<file path="src/rtl/cp0_unit_if.sv">
// Bus between the M stage and coprocessor 0: mfc0/mtc0 access, exception
// information carried down the pipeline, interrupt lines and the flush request.
// The pipeline drives everything except DOut, EPCOut and Req. There is no
// valid/ready handshake: WE qualifies a write in the cycle it is high, and Req
// is a combinational, single-cycle flush strobe. A request is taken on the
// edge that ends the cycle in which Req was observed high.
interface cp0_unit_if;
    logic [4:0]  A1;
    logic [4:0]  A2;
    logic [31:0] DIn;
    logic        WE;
    logic [31:0] M_PC;
    logic [4:0]  M_EXCCode;
    logic        M_DelaySlot;
    logic        EXLClr;
    logic [5:0]  HWInt;
    logic [31:0] DOut;
    logic [31:0] EPCOut;
    logic        Req;

    modport master (
        output A1, A2, DIn, WE, M_PC, M_EXCCode, M_DelaySlot, EXLClr, HWInt,
        input  DOut, EPCOut, Req
    );

    modport slave (
        input  A1, A2, DIn, WE, M_PC, M_EXCCode, M_DelaySlot, EXLClr, HWInt,
        output DOut, EPCOut, Req
    );
endinterface

</file>
<file path="src/rtl/cp0_unit.sv">
// Coprocessor 0 for the 5-stage MIPS core, sitting beside the M stage.
// Holds SR, Cause, EPC and PRId, raises Req for exceptions and interrupts,
// and services mfc0/mtc0/eret.
// Optional build macro CP0_TIMER_EN adds Count (reg 9) and Compare (reg 11)
// with a sticky timer pending flag folded into interrupt line 5.
module cp0_unit #(
    parameter logic [31:0] PRID_VALUE = 32'h2021_0007
) (
    input  logic      clk,
    input  logic      reset,
    cp0_unit_if.slave bus
);
    // SR fields
    logic [5:0]  im;
    logic        exl;
    logic        ie;
    // Cause fields
    logic        bd;
    logic [5:0]  ip;
    logic [4:0]  exc_code;
    // EPC
    logic [31:0] epc;

    logic [5:0]  hw_int_eff;
    logic        int_req;
    logic        exc_req;
    logic        req;
    logic        wr_sr;
    logic        wr_epc;

`ifdef CP0_TIMER_EN
    logic [31:0] count;
    logic [31:0] compare;
    logic        timer_pend;
    logic        wr_count;
    logic        wr_compare;

    // Timer pending drives interrupt line 5 alongside the external line.
    always_comb begin
        hw_int_eff    = bus.HWInt;
        hw_int_eff[5] = bus.HWInt[5] | timer_pend;
    end
`else
    assign hw_int_eff = bus.HWInt;
`endif

    // Request logic: live interrupt lines, blocked entirely while EXL is set.
    assign int_req = (|(hw_int_eff & im)) & ie & ~exl;
    assign exc_req = (bus.M_EXCCode != 5'd0) & ~exl;
    assign req     = int_req | exc_req;
    assign bus.Req = req;
    assign bus.EPCOut = epc;

    // mtc0 is suppressed whenever a request is being taken this cycle.
    assign wr_sr  = bus.WE & ~req & (bus.A2 == 5'd12);
    assign wr_epc = bus.WE & ~req & (bus.A2 == 5'd14);

    // SR, Cause and EPC update: exception entry wins over mtc0, eret clears EXL.
    always_ff @(posedge clk) begin
        if (reset) begin
            im       <= '0;
            exl      <= 1'b0;
            ie       <= 1'b0;
            bd       <= 1'b0;
            ip       <= '0;
            exc_code <= '0;
            epc      <= '0;
        end else begin
            ip <= hw_int_eff;
            if (req) begin
                exl      <= 1'b1;
                bd       <= bus.M_DelaySlot;
                exc_code <= int_req ? 5'd0 : bus.M_EXCCode;
                epc      <= bus.M_DelaySlot ? (bus.M_PC - 32'd4) : bus.M_PC;
            end else begin
                if (wr_sr) begin
                    im  <= bus.DIn[15:10];
                    exl <= bus.DIn[1];
                    ie  <= bus.DIn[0];
                end
                if (bus.EXLClr) begin
                    exl <= 1'b0;
                end
                if (wr_epc) begin
                    epc <= bus.DIn;
                end
            end
        end
    end

`ifdef CP0_TIMER_EN
    assign wr_count   = bus.WE & ~req & (bus.A2 == 5'd9);
    assign wr_compare = bus.WE & ~req & (bus.A2 == 5'd11);

    // Free-running counter, compare register and sticky match flag.
    always_ff @(posedge clk) begin
        if (reset) begin
            count      <= '0;
            compare    <= '0;
            timer_pend <= 1'b0;
        end else begin
            count <= wr_count ? bus.DIn : (count + 32'd1);
            if (wr_compare) begin
                compare    <= bus.DIn;
                timer_pend <= 1'b0;
            end else if ((count == compare) && (compare != 32'd0)) begin
                timer_pend <= 1'b1;
            end
        end
    end
`endif

    // mfc0 read mux; no bypass of a same-cycle mtc0.
    always_comb begin
        bus.DOut = 32'h0;
        case (bus.A1)
            5'd12: bus.DOut = {16'h0, im, 8'h0, exl, ie};
            5'd13: bus.DOut = {bd, 15'h0, ip, 3'h0, exc_code, 2'h0};
            5'd14: bus.DOut = epc;
            5'd15: bus.DOut = PRID_VALUE;
`ifdef CP0_TIMER_EN
            5'd9:  bus.DOut = count;
            5'd11: bus.DOut = compare;
`endif
            default: bus.DOut = 32'h0;
        endcase
    end
endmodule

</file>
<file path="src/flat_wrapper.sv">
// flat-port wrapper written by rule: the top's interface ports become plain ports
module cp0_unit_flat 
#(
    parameter logic [31:0] PRID_VALUE = 32'h2021_0007
)
  (clk, reset, bus_A1, bus_A2, bus_DIn, bus_WE, bus_M_PC, bus_M_EXCCode, bus_M_DelaySlot, bus_EXLClr, bus_HWInt, bus_DOut, bus_EPCOut, bus_Req);
  cp0_unit_if bus_i ();
  input  logic clk;
  input  logic reset;
  input wire logic [$bits(bus_i.A1)-1:0] bus_A1;
  input wire logic [$bits(bus_i.A2)-1:0] bus_A2;
  input wire logic [$bits(bus_i.DIn)-1:0] bus_DIn;
  input wire logic [$bits(bus_i.WE)-1:0] bus_WE;
  input wire logic [$bits(bus_i.M_PC)-1:0] bus_M_PC;
  input wire logic [$bits(bus_i.M_EXCCode)-1:0] bus_M_EXCCode;
  input wire logic [$bits(bus_i.M_DelaySlot)-1:0] bus_M_DelaySlot;
  input wire logic [$bits(bus_i.EXLClr)-1:0] bus_EXLClr;
  input wire logic [$bits(bus_i.HWInt)-1:0] bus_HWInt;
  output wire logic [$bits(bus_i.DOut)-1:0] bus_DOut;
  output wire logic [$bits(bus_i.EPCOut)-1:0] bus_EPCOut;
  output wire logic [$bits(bus_i.Req)-1:0] bus_Req;
  assign bus_i.A1 = bus_A1;
  assign bus_i.A2 = bus_A2;
  assign bus_i.DIn = bus_DIn;
  assign bus_i.WE = bus_WE;
  assign bus_i.M_PC = bus_M_PC;
  assign bus_i.M_EXCCode = bus_M_EXCCode;
  assign bus_i.M_DelaySlot = bus_M_DelaySlot;
  assign bus_i.EXLClr = bus_EXLClr;
  assign bus_i.HWInt = bus_HWInt;
  assign bus_DOut = bus_i.DOut;
  assign bus_EPCOut = bus_i.EPCOut;
  assign bus_Req = bus_i.Req;
  cp0_unit #(.PRID_VALUE(PRID_VALUE)) u_core (.clk(clk), .reset(reset), .bus(bus_i));
endmodule
</file>
<file path="config.mk">
export PLATFORM = sky130hd
export DESIGN_NAME = cp0_unit_flat
export DESIGN_NICKNAME = d
export VERILOG_FILES = /design/src/rtl/cp0_unit_if.sv /design/src/rtl/cp0_unit.sv /design/src/flat_wrapper.sv
export SDC_FILE = /design/constraint.sdc
export NUM_CORES = 1
export LEC_CHECK = 0
export BUFFER_PORTS_ARGS = -buffer_cell sky130_fd_sc_hd__buf_2
export CAP_MARGIN = 20
export CORE_ASPECT_RATIO = 0.75
export CORE_MARGIN = 4
export CORE_UTILIZATION = 52
export CTS_CLUSTER_SIZE = 40
export DETAILED_ROUTE_END_ITERATION = 8
export PLACE_DENSITY = 0.87
export SLEW_MARGIN = 20
export SYNTH_ARGS = -nofsm -noshare
export SYNTH_HDL_FRONTEND = slang
export SYNTH_SLANG_ARGS = --single-unit
</file>
<file path="constraint.sdc">
create_clock -name clk -period 3.5 [get_ports clk]
set_input_delay 0.175 -clock clk [delete_from_list [all_inputs] [get_ports clk]]
set_output_delay 0.175 -clock clk [all_outputs]
set_load 0.01 [all_outputs]
</file>
Word level (Yosys, flattened, before mapping)

Cells that the tools add are included.

$add $sub $neg: 1
Mux-type cells: 8
Reductions and logical operators: 5
Bitwise logic cells: 10
Eq/ne operators: 6

Operator list:

| operator                | count |
|---|---|
| $pmux W32 S4            | 1 |
| $mux W32                | 3 |
| $sub A32 B3 Y32 const B | 1 |
| $eq A5 B4 Y1 const B    | 6 |
| $and A1 B1 Y1           | 6 |
| $and A6 B6 Y6           | 1 |
| $reduce_or A6 Y1        | 1 |
| $mux W5                 | 1 |
| $reduce_bool A5 Y1      | 1 |
| $mux W1                 | 3 |
| $reduce_bool A3 Y1      | 1 |
| $not A1 Y1              | 2 |
| $reduce_and A2 Y1       | 1 |
| $reduce_bool A2 Y1      | 1 |
| $or A1 B1 Y1            | 1 |

Bits in registers: 52
Word-level logic and storage cells: 37
Output and inout bits: 65
Input port bits: 90

Logic depth before layout (Yosys ltp)

Gate-level depths: netlist of run 1.

Word-level depth: 11
Mapped depth: 7
Mapped depth without buffers: 6

Worst setup path after synthesis of run 1

No wires, ideal clock.

Path type: input to register
From: input port bus_M_DelaySlot
To: register u_core.epc[27] (netlist: u_core.bus.EPCOut[27])
Path buffers: 3
Required time: 3426 ps
Slack: 1510 ps
Library setup time: 74 ps
Cell stages on the path: 7
Arrival: 1915 ps
Cell sequence: buf_4 -> or4b_1 -> buf_2 -> or3_1 -> buf_2 -> or4_1 -> a31oi_1

Word-level cells in the longest chain between the ends: 2

Ends and longest elaborated chain:

| element                | line               | text |
|---|---|---|
| start: declaration     | flat_wrapper.sv:16 | `input wire logic [$bits(bus_i.M_DelaySlot)-1:0] bus_M_DelaySlot;` |
| $mux W32               | cp0_unit.sv:74     | `epc <= bus.M_DelaySlot ? (bus.M_PC - 32'd4) : bus.M_PC;` |
| $mux W32               | cp0_unit.sv:70     | `if (req) begin` |
| end signal: assignment | cp0_unit.sv:74     |  |
| end signal: assignment | cp0_unit.sv:85     | `epc <= bus.DIn;` |
| end: declaration       | cp0_unit.sv:22     | `logic [31:0] epc;` |

Every way passes these cells.
A chain may end at the register's enable or synchronous reset.

Worst setup path after layout of run 1

From: register u_core.im[1]
To: output port bus_Req

Word-level cells in the longest chain between the ends: 5

Ends and longest elaborated chain:

| element                    | line               | text |
|---|---|---|
| start: declaration         | cp0_unit.sv:14     | `logic [5:0] im;` |
| start signal: assignment   | cp0_unit.sv:77     | `im <= bus.DIn[15:10];` |
| $and A6 B6 Y6              | cp0_unit.sv:48     | `assign int_req = (\|(hw_int_eff & im)) & ie & ~exl;` |
| $reduce_or A6 Y1           | cp0_unit.sv:48     |  |
| $and A1 B1 Y1 (2 in a row) | cp0_unit.sv:48     |  |
| $or A1 B1 Y1               | cp0_unit.sv:50     | `assign req = int_req \| exc_req;` |
| end: declaration           | flat_wrapper.sv:21 | `output wire logic [$bits(bus_i.Req)-1:0] bus_Req;` |

Every way passes these cells.

==> reports/metrics.yaml, run 1 <==
fmax_mhz: 375
synth_warnings: 0
cts_buffers: 5
via_per_inst: 6.73
min_from: "bus_HWInt[1]"
synth_cell_type_count: 50
avgRoutedWirePerCell_microns: 19.9
power.switching_mw: 0.469
grt-ovfl-total: 0
die_w_microns: 104
cpLargestDelayFamily: "buffers and inverters"
grt_pass1_vias: 4109
rsz0062_at_grt: "no"
routed_wl_microns: 13000
maxSlewHeadroom_pct: 24.6
crit_path_end_kind: "output pin"
leakagePower_nw: 1.91
synth-seq-cells: 52
p_int_mw: 1.02
crit_path_top_delay_cell: "inv_1"
synth_seq_area_share_pct: 29.3
area_delta_synth_final_pct: 25.7
status: "complete, no violations"
cts_sinks: 52
sw_frac_of_total_pct: 31.5
critPathBufInv: 3
worstPathArrival_ps: 2490
worstMarginPinSlew_ps: 1130
synth.most_common_cell: "dfxtp_1"
grt_first_pass_wirelength_microns: 21000
worstSetupStartpointType: "register"
synth-edff-count: 0
synth.area.top_cells: "dfxtp_1 29%, o31ai_1 7.4%, nand4_1 5.5%"
portBuffers: 154
drive_gt1_share_pct: 30.7
p_seq_share_pct: 45.1
vdd_ir_drop_max_v: 0.000178
diodes: 0
dpl_worst_slack_ps: 1150
layout_setup_ws_ps: 834
hpwl_microns: 9510
finalWeightedCongestion: 0.928
power_mw: 1.49
powerDensity_mw_per_mm2: 333
setup_violations: 0
syn_area_sq_mm: 0.00356
p_comb_share_pct: 24.6
power_frac_clock_pct: 30.3
slew_viol_final: 0
cts_tree: "yes"
drt_iter0_drc: 521
vias: 4399
fin_setup_tns_ps: 0
synth_fp_nets: 538
clkTransAtPathRegs_ps: 110
synth_top_area_share_pct: 29.3
cts-htree-levels: 2
n_fill_cell: 552
final_nets: 663
antenna_found_initial: 0
worstSkewPairLatency_ps: 320
drc_errors: 0
start_util_pct: 55.0
synth.avg_cell_area_sq_um: 7.96
syn-instance-count: 447
core-area_sq_mm: 0.00647
antenna_left: 0
fin_crit_ps: 2670
min_path_type: "in2reg"
r2r_start: "u_core.im[1]"
cp_cell_sequence: "a22o_1 -> o311a_1 -> nor2_1 -> buf_4 -> inv_1 -> buf_2"
crit_path_max_incr_delay_ps: 590
cts_hold_buffers: 0
io_pins: 155
setup.worst_path.class: "reg2out"
clk_path_buf_depth: 2
critPathMaxFanout: 24
grt_max_degree: 42
die-area_sq_mm: 0.00824
rows: 25
die_h_microns: 79.6
period_share_pct: 76.2
fin_skew_ps: 14.7
drv_cap: 0
netlist_top_cells_count: "52 x dfxtp_1, 39 x clkbuf_1, 35 x o31ai_1"
cts_root_buf: "clkbuf_8"
synth.largest_area_cell: "dfxtp_1"
synthArstFlopShare_pct: 0
synth_flop_cell: "dfxtp_1"
hold_viol_final: 0
globalRouteTotalUtil_pct: 30.8
cts_setup_buffers: 0
ctsResizeCount: 0
first_pass_iters: 5
startpoint: "u_core.im[1]"
cp.required_ps: 3320
==> layer usage <==
metal  part of all wire [%]  global-route usage, %  vias up
met4                    1.9                   10.2        0
met3                     12                   6.14       30
met2                     46                   49.9      314
li1                       -                      -     2003
met5                      0                      0        -
met1                     40                   41.5     2052
==> sequential cells by signal, summed over array words and instances (netlist names) <==
register           count
u_core.bd              1
u_core.bus.EPCOut     32
u_core.exc_code        5
u_core.exl             1
u_core.ie              1
u_core.im              6
u_core.ip              6
==> cell families after synthesis <==
group / synth area share (%)
compound gates: 26.6
buf+inv: 5.66
mux: 5.06
flops: 29.3
fa+ha+maj: 0.352
simple gates: 30.1
xor+xnor: 2.95
==> worst paths after layout <==
| check | end | slack [ps] | cells past startpoint |
|---|---|---|---|
| setup / recovery | bus_Req | 830 | 6 |
| hold / removal | u_core.ip[1] | 80 | 2 |
| setup reg to reg | u_core.bus.EPCOut[18] | 1220 | 6 |
| hold reg to reg | u_core.exc_code[1] | 470 | 2 |
==> metrics by stage <==
stage	hold WS, ps	instance area, sq um	utilization (%)	cells
2_1_floorplan	303	3560	-	447
3_3_place_gp	407	4350	67.2	646
3_5_place_dp	412	4350	67.2	646
4_1_cts	83.6	4470	69.1	654
5_1_grt	98.7	4470	69.1	654
6_report	80.6	4470	69.1	654
==> layout make-up <==
class | count | area, sq um | area share [%]
well taps | 81 | 101 | 2.27
inverters | 8 | 30.0 | 0.671
flip-flops and latches | 52 | 1040 | 23.3
clock buffers | 6 | 82.6 | 1.85
multi-input cells | 343 | 2350 | 52.5
clock inverters | 2 | 38.8 | 0.867
repair buffers | 162 | 831 | 18.6
==> placed cells by master, fill, tap and decap left out, drive strengths merged, types with 3 or more instances in the layout <==
| cell type | n |
|---|---|
| o311a | 3 |
| nor4 | 11 |
| nor2 | 28 |
| or3 | 7 |
| dfxtp | 52 |
| o21ai | 8 |
| clkbuf | 6 |
| nand3 | 13 |
| a22oi | 5 |
| nand3b | 3 |
| xor2 | 5 |
| a22o | 3 |
| and2 | 15 |
| mux2i | 18 |
| xnor2 | 7 |
| o31ai | 35 |
| o31a | 4 |
| a41o | 12 |
| nor2b | 9 |
| and4 | 11 |
| nor3 | 8 |
| a211oi | 17 |
| nand4 | 31 |
| a21oi | 20 |
| buf | 162 |
| nand2 | 21 |
| a31oi | 13 |
| inv | 7 |
| or4 | 15 |
==> power groups by stage <==
stage                     logic, mW  clock network (mW)  registers (mW)
final                         0.366               0.452           0.672
after global routing          0.396               0.471           0.677
after CTS                     0.359               0.445           0.671
after detailed placement      0.357                   0           0.684
after global placement        0.346                   0           0.683
after floorplan               0.183                   0           0.692
Note: power is estimated with default switching activity, not from simulation.
==> run 2, diff against run 1 <==
Settings changed: CORE_UTILIZATION 52 to 48, PLACE_DENSITY 0.87 to 0.81.
Clock period 3.5 ns to 2.5 ns, I/O delays scaled along.
==> reports/metrics.yaml, run 2 (synthesis results as in run 1) <==
start_util_pct: 50.9
setup_violations: 0
core-area_sq_mm: 0.00699
routed_wl_microns: 13200
fin_setup_tns_ps: 0
grt_max_degree: 41
largest_reg_flops: 32
sw_frac_of_total_pct: 31.3
hold_viol_final: 0
via_per_inst: 6.51
cpLargestDelayFamily: "buffers and inverters"
min_path_type: "in2reg"
final_nets: 677
worstPathArrival_ps: 2250
layout_commonest_cell: "buf_2"
grt-ovfl-total: 0
vdd_ir_drop_max_v: 0.000375
io_pins: 155
worstSkewPairLatency_ps: 310
cts_sinks: 52
slew_viol_final: 0
first_pass_iters: 7
placed_cells: 677
worstSetupStartpointType: "register"
p_int_mw: 1.41
cts_setup_buffers: 0
cts_root_buf: "clkbuf_8"
cp_cell_sequence: "a22o_1 -> o311a_1 -> nor2_1 -> inv_1 -> buf_2"
vias: 4461
fmax_mhz: 421
fin_crit_ps: 2380
grt_first_pass_wirelength_microns: 20500
die_w_microns: 107
clkTransAtPathRegs_ps: 100
rows: 26
drv_cap: 0
rsz0062_at_grt: "no"
fin_skew_ps: 6.21
status: "complete, no violations"
crit_path_end_kind: "output pin"
power.switching_mw: 0.643
dpl_worst_slack_ps: 446
cp.required_ps: 2380
powerDensity_mw_per_mm2: 447
ctsResizeCount: 0
die_h_microns: 82.6
antenna_found_initial: 0
setup.worst_path.class: "reg2out"
cts_hold_buffers: 0
antenna_left: 0
crit_path_top_delay_cell: "inv_1"
area_delta_synth_final_pct: 29.2
die-area_sq_mm: 0.00887
clk_path_buf_depth: 2
p_comb_share_pct: 25.7
grt_pass1_vias: 4062
drt_iter0_drc: 580
critPathMaxFanout: 24
worstMarginPinSlew_ps: 781
finalWeightedCongestion: 0.937
stdcell_count: 685
p_seq_share_pct: 45.9
cts_tree: "yes"
diodes: 0
hpwl_microns: 9750
critPathBufInv: 2
avgRoutedWirePerCell_microns: 19.2
drc_errors: 0
crit_path_max_incr_delay_ps: 580
leakagePower_nw: 1.98
period_share_pct: 95.0
layout_setup_ws_ps: 124
maxSlewHeadroom_pct: 47.9
power_mw: 2.05
mostFrequentLayoutCells: "154 x buf_2, 52 x dfxtp_1, 35 x o31ai_1"
power_frac_clock_pct: 28.5
fin_hold_ws_ps: 41.6
portBuffers: 154
globalRouteTotalUtil_pct: 28.9
drive_gt1_share_pct: 32.2
cts-htree-levels: 2
cts_buffers: 5
rrSetupSlack_ps: 420
run 2: cell count changes in the layout (fill, tap and decap cells not counted), sizes merged:
cell,delta
buf,+14
run 2: final timing paths:
| kind | from | cells past startpoint | endpoint |
|---|---|---|---|
| hold reg to reg | u_core.exc_code[3] | 2 | u_core.exc_code[3] |
| hold / removal | bus_HWInt[0] | 2 | u_core.ip[0] |
| setup reg to reg | u_core.im[1] | 5 | u_core.bus.EPCOut[14] |
| setup / recovery | u_core.im[1] | 5 | bus_Req |
run 2: area by class of cell:
class	instances	area (sq um)
fill	644	2400
multi-input combinational	343	2350
sequential	52	1040
timing repair buffer	176	948
tap	98	123
clock buffer	6	72.6
clock inverter	2	35.0
inverter	8	30.0
run 2: power groups by stage:
stage | Combinational (mW) | Sequential, mW | Clock (mW)
final | 0.528 | 0.942 | 0.584
after detailed placement | 0.516 | 0.960 | 0
after floorplan | 0.256 | 0.968 | 0
after CTS | 0.519 | 0.941 | 0.591
after global routing | 0.570 | 0.951 | 0.630
after global placement | 0.505 | 0.957 | 0
run 2: routing by layer:
| metal | part of all wire, % | up-vias | routed length [microns] | track usage [%] |
|---|---|---|---|---|
| li1 | - | 2034 | - | - |
| met1 | 42 | 2085 | 5500 | 39.9 |
| met2 | 45 | 318 | 5910 | 46.8 |
| met3 | 12 | 24 | 1550 | 5.36 |
| met4 | 1.5 | 0 | 201 | 7.94 |
| met5 | 0 | - | 0 | 0 |
run 2: stage by stage:
step,util [%],cell area (sq um)
detailed placement,64.2,4490
finish,65.7,4600
floorplan,-,3560
global route,65.7,4600
CTS,65.7,4600
global placement,64.2,4490
